<file path="config.mk">
export PLATFORM = sky130hd
export DESIGN_NAME = multicycle_control
export DESIGN_NICKNAME = d
export VERILOG_FILES = /design/src/rtl/multicycle_control.sv
export SDC_FILE = /design/constraint.sdc
export NUM_CORES = 1
export LEC_CHECK = 0
export ABC_AREA = 1
export BUFFER_PORTS_ARGS = -buffer_cell sky130_fd_sc_hd__buf_2
export CELL_PAD_IN_SITES_DETAIL_PLACEMENT = 1
export CELL_PAD_IN_SITES_GLOBAL_PLACEMENT = 2
export CORE_ASPECT_RATIO = 1.2
export CORE_MARGIN = 8
export CORE_UTILIZATION = 21
export DETAILED_ROUTE_END_ITERATION = 6
export PLACE_DENSITY_LB_ADDON = 0.12
export RECOVER_POWER = 100
export SYNTH_ARGS = -nofsm -noshare
export SYNTH_HDL_FRONTEND = slang
export SYNTH_SLANG_ARGS = --single-unit
</file>
<file path="constraint.sdc">
create_clock -name clk -period 1.3 [get_ports clk]
set_input_delay 0.26 -clock clk [delete_from_list [all_inputs] [get_ports clk]]
set_output_delay 0.26 -clock clk [all_outputs]
set_load 0.02 [all_outputs]
</file>
<file path="src/rtl/multicycle_control.sv">
// Multi-cycle RISC-V control sequencer: FETCH/DECODE/EXECUTE/MEM/WB with instruction and memory handshakes.
// Optional CTRL_PERF_EN adds retired_count/stall_count performance counters.
module multicycle_control #(
    parameter int unsigned MEM_TIMEOUT = 16
`ifdef CTRL_PERF_EN
    ,
    parameter int unsigned CNT_W = 32
`endif
) (
    input  logic        clk,
    input  logic        reset,
    input  logic [31:0] instruction_code,
    input  logic        instr_valid,
    output logic        instr_ready,
    input  logic        mem_ready,
    input  logic        zero,
    output logic        IRWrite,
    output logic        PCWrite,
    output logic        Branch,
    output logic        Jump,
    output logic        MemRead,
    output logic        MemWrite,
    output logic        MemtoReg,
    output logic        ALUSrc,
    output logic        RegWrite,
    output logic [1:0]  ALUOp,
    output logic [2:0]  state,
    output logic        busy,
    output logic        illegal
`ifdef CTRL_PERF_EN
    ,
    output logic [CNT_W-1:0] retired_count,
    output logic [CNT_W-1:0] stall_count
`endif
);

    localparam int unsigned TMO_W = (MEM_TIMEOUT > 1) ? $clog2(MEM_TIMEOUT) : 1;

    localparam logic [6:0] OP_R     = 7'b0110011;
    localparam logic [6:0] OP_I     = 7'b0010011;
    localparam logic [6:0] OP_LOAD  = 7'b0000011;
    localparam logic [6:0] OP_STORE = 7'b0100011;
    localparam logic [6:0] OP_BEQ   = 7'b1100011;
    localparam logic [6:0] OP_JAL   = 7'b1101111;

    typedef enum logic [2:0] {
        S_FETCH   = 3'd0,
        S_DECODE  = 3'd1,
        S_EXECUTE = 3'd2,
        S_MEM     = 3'd3,
        S_WB      = 3'd4,
        S_TRAP    = 3'd5
    } state_t;

    state_t           state_q, state_d;
    logic [6:0]       opcode_q;
    logic [TMO_W-1:0] tmo_cnt_q;
    logic             tmo_hit;
    logic             is_r, is_i, is_load, is_store, is_beq, is_jal, is_legal;
    logic             unused_instr;

    assign unused_instr = ^instruction_code[31:7];

    assign is_r     = (opcode_q == OP_R);
    assign is_i     = (opcode_q == OP_I);
    assign is_load  = (opcode_q == OP_LOAD);
    assign is_store = (opcode_q == OP_STORE);
    assign is_beq   = (opcode_q == OP_BEQ);
    assign is_jal   = (opcode_q == OP_JAL);
    assign is_legal = is_r | is_i | is_load | is_store | is_beq | is_jal;

    // Timeout fires on the last permitted waiting MEM cycle; mem_ready in that cycle still wins.
    assign tmo_hit = (MEM_TIMEOUT != 0) && (tmo_cnt_q == TMO_W'(MEM_TIMEOUT - 1));

    assign state = state_q;

    // State, latched opcode and MEM wait counter
    always_ff @(posedge clk or posedge reset) begin
        if (reset) begin
            state_q   <= S_FETCH;
            opcode_q  <= '0;
            tmo_cnt_q <= '0;
        end else begin
            state_q <= state_d;
            if (state_q == S_FETCH && instr_valid) begin
                opcode_q <= instruction_code[6:0];
            end
            if (state_q == S_MEM && !mem_ready) begin
                tmo_cnt_q <= tmo_cnt_q + TMO_W'(1);
            end else begin
                tmo_cnt_q <= '0;
            end
        end
    end

    // Next-state and per-state control decode
    always_comb begin
        state_d     = state_q;
        instr_ready = 1'b0;
        IRWrite     = 1'b0;
        PCWrite     = 1'b0;
        Branch      = 1'b0;
        Jump        = 1'b0;
        MemRead     = 1'b0;
        MemWrite    = 1'b0;
        MemtoReg    = 1'b0;
        ALUSrc      = 1'b0;
        RegWrite    = 1'b0;
        ALUOp       = 2'b00;
        busy        = 1'b0;
        illegal     = 1'b0;
        case (state_q)
            S_FETCH: begin
                instr_ready = 1'b1;
                if (instr_valid) begin
                    IRWrite = 1'b1;
                    PCWrite = 1'b1;
                    state_d = S_DECODE;
                end
            end
            S_DECODE: begin
                busy    = 1'b1;
                state_d = is_legal ? S_EXECUTE : S_TRAP;
            end
            S_EXECUTE: begin
                busy = 1'b1;
                if (is_r) begin
                    ALUOp   = 2'b10;
                    state_d = S_WB;
                end else if (is_i) begin
                    ALUOp   = 2'b10;
                    ALUSrc  = 1'b1;
                    state_d = S_WB;
                end else if (is_load || is_store) begin
                    ALUSrc  = 1'b1;
                    state_d = S_MEM;
                end else if (is_beq) begin
                    Branch  = 1'b1;
                    ALUOp   = 2'b01;
                    PCWrite = zero;
                    state_d = S_FETCH;
                end else if (is_jal) begin
                    Jump    = 1'b1;
                    PCWrite = 1'b1;
                    state_d = S_WB;
                end else begin
                    state_d = S_TRAP;
                end
            end
            S_MEM: begin
                busy     = 1'b1;
                ALUSrc   = 1'b1;
                MemRead  = is_load;
                MemWrite = is_store;
                if (mem_ready) begin
                    state_d = is_load ? S_WB : S_FETCH;
                end else if (tmo_hit) begin
                    state_d = S_TRAP;
                end
            end
            S_WB: begin
                busy     = 1'b1;
                RegWrite = 1'b1;
                MemtoReg = is_load;
                state_d  = S_FETCH;
            end
            S_TRAP: begin
                illegal = 1'b1;
            end
            default: begin
                state_d = S_TRAP;
            end
        endcase
    end

`ifdef CTRL_PERF_EN
    logic retire_c, stall_c;

    assign retire_c = (state_q == S_WB)
                    | (state_q == S_EXECUTE && is_beq)
                    | (state_q == S_MEM && is_store && mem_ready);
    assign stall_c  = (state_q == S_FETCH && !instr_valid)
                    | (state_q == S_MEM && !mem_ready);

    // Free-running performance counters, wrapping naturally
    always_ff @(posedge clk or posedge reset) begin
        if (reset) begin
            retired_count <= '0;
            stall_count   <= '0;
        end else begin
            if (retire_c) retired_count <= retired_count + CNT_W'(1);
            if (stall_c)  stall_count   <= stall_count + CNT_W'(1);
        end
    end
`endif

endmodule

</file>
==> impl_metrics.yaml, run 1 <==
detailed_routing:
  first_iter_violations: 31
  met3_length_um: 145
  wire_per_inst_um: 12.6
  drtPass1Iterations: 4
  route.met2.wl_mm: 1.86
  vias: 1095
  met1_length_mm: 1.30
  drc: 0
  dr.max_layer_used: "met4"
  ant_nets: 0
  wirelength_mm: 3.33
  vias_per_cell: 4.16
critical_path:
  path_common_cell: "buf_6"
  cp-start-kind: "register"
  required_ns: 1.04
  end_kind: "output port"
  arrival_ns: 1.42
  reg2regPathDepth: 10
  crit_path_start: "opcode_q[2]"
  cp_cell_sequence: "inv_2 > nand2_2 > nor2_4 > buf_6 > o211ai_1 > o21ai_2 > buf_6"
  path_depth: 7
  crit_type: "register to output port"
  critPathTopFamily: "flip-flops"
  crit_slowest_cell: "dfrtp_1"
  slowest_delay_ns: 0.40
  critPathBufInv: 3
  cp_max_fo: 4
  r2r-start: "state[1]"
status:
  run_status: "finished, violations left"
  failed_checks: "setup timing"
layout:
  drive_gt1_share_pct: 65.2
  n_fill_cell: 516
  instances_no_fill: 263
  seq_area_um2: 354
  num_antenna_cells: 0
  multi_input_comb_area_um2: 634
  syn2layout_area_growth_pct: 95.4
  final_nets: 246
logic_synthesis:
  synthTopCellsByCount: "31 x nand2_1, 20 x nor2_1, 19 x inv_1"
  ys.flop_type: "dfrtp_1"
  synth_edf_count: 0
  synth.area.top_cells: "dfrtp_1 37%, nand2_1 12%, nor2_1 8.0%"
  netlist_area_um2: 935
  async_reset_ff_share_pct: 100
  synth.ff_latch_count: 14
  synth_top_area_share_pct: 37.5
  synthCells: 133
  syn_nets: 171
  seq_area_frac_synth_pct: 37.5
  yosys_warnings: 0
  synth_cell_type_count: 22
  syn_avg_cell_area_um2: 7.03
  synth_top_cell_by_area: "dfrtp_1"
  synth_most_common_cell: "nand2_1"
floorplan:
  die_area_mm2: 0.00685
  core_area_mm2: 0.00426
  rows: 26
  die_y_um: 89.1
  ios: 54
  start_util_pct: 21.9
  die_width_um: 76.9
global_routing:
  grt_pass1_wl_mm: 5.42
  grt_pass1_vias: 1217
  grt_usage_pct: 9.74
  grt-ovfl-total: 0
  antenna_found_initial: 0
  grt_start_max_net_pins: 15
worst_hold_path:
  hp-class: "primary input to asynchronous set/reset pin"
timing:
  skew_ns: 0.00383
  tightest_slew_ns: 0.570
  max_clock_freq_ghz: 0.596
  finalHoldViolations: 0
  worst_slack_ns: -0.379
  maxSlewViolCount: 0
  finalCriticalPeriod_ns: 1.68
  fin_crit_sh_pct: 129
  finalSetupViolCount: 17
  rsz0062_at_grt: "true"
  whs_ns: 0.0617
  relSlewSlack_pct: 62.0
  finalSetupTns_ns: -4.13
run:
  cap_violations: 0
placed_design:
  port_buffers: 28
  dp_cells: 244
  hpwlAfterDp_mm: 2.56
  gp_congestion: 0.715
cts:
  clkSinkCount: 14
  cts.path.max_buffers: 2
  cts_hold_repair.buffers: 0
  cts.clk_slew.worst_paths_ns: 0.06
  clk_latency_ns: 0.24
  htree_levels: 1
  cts-buffers-inserted: 3
  cts_tree: "done"
  cts-root-buf: "clkbuf_8"
power:
  ir_drop_mv: 0.568
  leakage_nw: 0.893
  power.total_uw: 939
  power.density_mw_per_mm2: 514
## where the power goes
part	switching [mW]	internal [mW]	leakage [nW]	total [mW]
clock	0.152	0.217	0.0228	0.369
sequential	0.00982	0.449	0.166	0.459
combinational	0.0584	0.0530	0.705	0.111
## stage by stage
step,utilization [%],instance area [um^2],setup WS (ns)
2_1_floorplan,-,993,-0.173
3_3_place_gp,32.9,1400,-0.246
3_5_place_dp,32.9,1400,-0.284
4_1_cts,40.1,1710,-0.407
5_1_grt,42.9,1830,-0.440
6_report,42.9,1830,-0.379
## flip-flops by register name, indices dropped and copies added, names as in the netlist
register / flops
opcode_q: 7
tmo_cnt_q: 4
state: 3
## layout by cell type (no fill, tap or decap), types with 3 or more instances in the layout
cell / n
o21ai_1: 4
nand2_2: 14
buf_4: 28
inv_1: 11
buf_6: 31
nor2_2: 5
buf_2: 11
inv_2: 12
clkbuf_8: 3
nor2_4: 13
dfrtp_2: 3
nor2_1: 8
dfrtp_1: 11
nand3_1: 8
o21ai_2: 3
nand2_1: 21
## layout make-up
type                            instances  share of cell area [%]
Clock buffer                            4                    2.47
Tap cell                               56                    3.84
Inverter                               25                    5.41
Multi-Input combinational cell         92                    34.7
Sequential cell                        14                    19.4
Timing Repair Buffer                   72                    34.2
## routing by layer
metal | GRT usage (%) | vias to the layer above
met5 | 0 | -
met4 | 4.20 | 0
met3 | 1.91 | 2
met2 | 19.1 | 19
met1 | 9.81 | 523
li1 | - | 551
## cell families (layout without fill, tap and decap cells)
group | after synthesis | count (layout) | synth area share (%)
AOI/OAI and AO/OA | 15 | 15 | 9.64
xor gates and xnor gates | 2 | 2 | 1.87
buffers and inverters | 27 | 101 | 12.0
DFF | 14 | 14 | 37.5
and+or+nand+nor | 74 | 74 | 37.6
adders and majority gates | 1 | 1 | 1.34
## worst paths after layout
check / to / slack [ns]
worst max-delay path: ALUSrc / -0.38
worst min-delay path: tmo_cnt_q[2] / 0.06
worst max register to register: state[2] / -0.20
worst min register to register: tmo_cnt_q[0] / 0.46
max in group asynchronous: state[2] / 0.83
min in group clk: opcode_q[0] / 0.23
## what timing repair did
item / in CTS / in global routing
gates resized for setup: 55 / 39
pin swaps: 13 / 22
gates cloned: 0 / 0
endpoints found under the setup margin: 17 / 27
buffers inserted: 14 / 11
(Power assumes the default switching activity.)
==> inputs of run 2 (changes only) <==
- CELL_PAD_IN_SITES_DETAIL_PLACEMENT: 1 -> 0
- CELL_PAD_IN_SITES_GLOBAL_PLACEMENT: 2 -> 1
- CORE_UTILIZATION: 21 -> 28
- TNS_END_PERCENT: not set -> 20
- clock period: 1.3 -> 1.57 ns (I/O delays scaled with it)
==> run 2 against run 1 <==
- the flow still finishes with violations (setup timing)
- register-to-register slack gained 0.15 ns
- critical path depth is the same
- worst setup slack gained 0.29 ns
- non-clock buffer count shrank 13
- die area shrank 20%
- clock skew shrank 0.0024 ns
- via count shrank 9.3%
- combinational power shrank 30%
- highest routed layer unchanged
- count of clock-buffer cells in the layout is the same
==> impl_metrics.yaml, run 2 (same netlist as run 1, synthesis figures left out) <==
status:
  run_status: "finished, violations left"
  failed_checks: "setup timing"
layout:
  n_fill_cell: 365
  instances_no_fill: 231
  final_cell_mix: "34 x buf_4, 26 x nand2_1, 17 x buf_2"
  num_antenna_cells: 0
  layout_commonest_cell: "buf_4"
  largest_reg_flops: 7
  drive_gt1_share_pct: 49.5
  final_nets: 233
  top_register: "opcode_q"
  syn2layout_area_growth_pct: 58.8
timing:
  rsz0062_at_grt: "true"
  maxSlewViolCount: 0
  finalSetupViolCount: 11
  finalHoldViolations: 0
  fin_crit_sh_pct: 106
  worst_slack_ns: -0.0889
  tightest_slew_ns: 0.553
  skew_ns: 0.00140
  finalSetupTns_ns: -0.769
  finalCriticalPeriod_ns: 1.66
  max_clock_freq_ghz: 0.603
  whs_ns: 0.109
  relSlewSlack_pct: 63.1
detailed_routing:
  drc: 0
  wire_per_inst_um: 10.7
  ant_nets: 0
  first_iter_violations: 32
  vias: 993
  drtPass1Iterations: 4
  vias_per_cell: 4.30
  wirelength_mm: 2.48
critical_path:
  arrival_ns: 1.34
  r2r-start: "state[1]"
  cp-start-kind: "register"
  r2r_slack_ns: -0.05
  crit_path_start: "opcode_q[2]"
  crit_type: "register to output port"
  end_kind: "output port"
  reg2reg_to: "state[0]"
  cp_max_fo: 3
  reg2regPathDepth: 12
  required_ns: 1.26
global_routing:
  grt_pass1_wl_mm: 4.17
  grt-ovfl-total: 0
  grt_start_max_net_pins: 15
  grt_usage_pct: 9.72
  antenna_found_initial: 0
  grt_pass1_vias: 1041
floorplan:
  ios: 54
  die_area_mm2: 0.00545
  die_width_um: 68.7
  core_area_mm2: 0.00328
  rows: 23
  start_util_pct: 28.5
  die_y_um: 79.3
cts:
  clk_latency_ns: 0.24
  cts_hold_repair.buffers: 0
  cts_tree: "done"
  cts.clk_slew.worst_paths_ns: 0.06
  cts-buffers-inserted: 3
  cts.path.max_buffers: 2
  htree_levels: 1
  cts-root-buf: "clkbuf_8"
  clkSinkCount: 14
run:
  cap_violations: 0
placed_design:
  hpwlAfterDp_mm: 1.94
  dp_cells: 206
  gp_congestion: 0.754
  port_buffers: 28
power:
  ir_drop_mv: 0.465
  power.density_mw_per_mm2: 546
  leakage_nw: 0.779
worst_hold_path:
  hp-class: "primary input to asynchronous set/reset pin"
## run 2: changes by cell type in the layout (fill, tap and decap cells not counted), sizes merged
cell / previous run / this run
buf: 70 / 55
clkbuf: 6 / 8
## run 2: per-stage QoR
stage                     total power, mW  setup WS [ns]  area, um^2  util [%]
after floorplan                     0.415        -0.0601         948         -
after global placement              0.442         0.0107        1190      36.3
after detailed placement            0.443        0.00510        1190      36.3
after CTS                           0.818         -0.146        1440      44.0
after global routing                0.848         -0.185        1480      45.2
final                               0.809        -0.0889        1480      45.2
## run 2: worst max path at each step
stage               endpoint  slack, ns  cells after the start
CTS                  PCWrite      -0.15                      8
finish               MemRead      -0.09                      7
floorplan           ALUOp[0]      -0.06                      6
global placement     PCWrite       0.01                      8
detailed placement   PCWrite      0.005                      8
global route         PCWrite      -0.18                      8
## run 2: worst max-delay path: stages (launching register included)
cell and delay, ns:
dfrtp_1 0.39, inv_2 0.07, nand2_2 0.06, nor2_4 0.12
buf_4 0.15, nand2_2 0.08, nor2_4 0.11, buf_6 0.12
## run 2: power breakdown
part | internal [mW] | switching [mW] | total (mW) | leakage [nW]
Clock | 0.222 | 0.130 | 0.352 | 0.0288
Sequential | 0.372 | 0.00752 | 0.379 | 0.168
Combinational | 0.0362 | 0.0417 | 0.0779 | 0.583
## run 2: repair_timing
| item | in CTS | in global routing |
|---|---|---|
| endpoints found under the setup margin | 11 | 14 |
| buffers inserted | 18 | 3 |
| gates resized for setup | 27 | 9 |
| gates cloned | 0 | 0 |
| pin swaps | 13 | 9 |
## run 2: final cells by class
| type | count | area (um^2) | area share [%] |
|---|---|---|---|
| Clock buffer | 4 | 55.1 | 3.71 |
| Sequential cell | 14 | 350 | 23.6 |
| Timing Repair Buffer | 59 | 404 | 27.2 |
| Inverter | 25 | 93.8 | 6.32 |
| Multi-Input combinational cell | 92 | 534 | 36.0 |
| Tap cell | 37 | 46.3 | 3.12 |
## run 2: per-layer routing
metal	GRT usage [%]	routed length [um]	up-vias
met5	0	0	-
met4	4.23	19	0
met3	2.25	183	2
met2	17.3	1250	19
met1	10.4	1030	446
li1	-	-	526
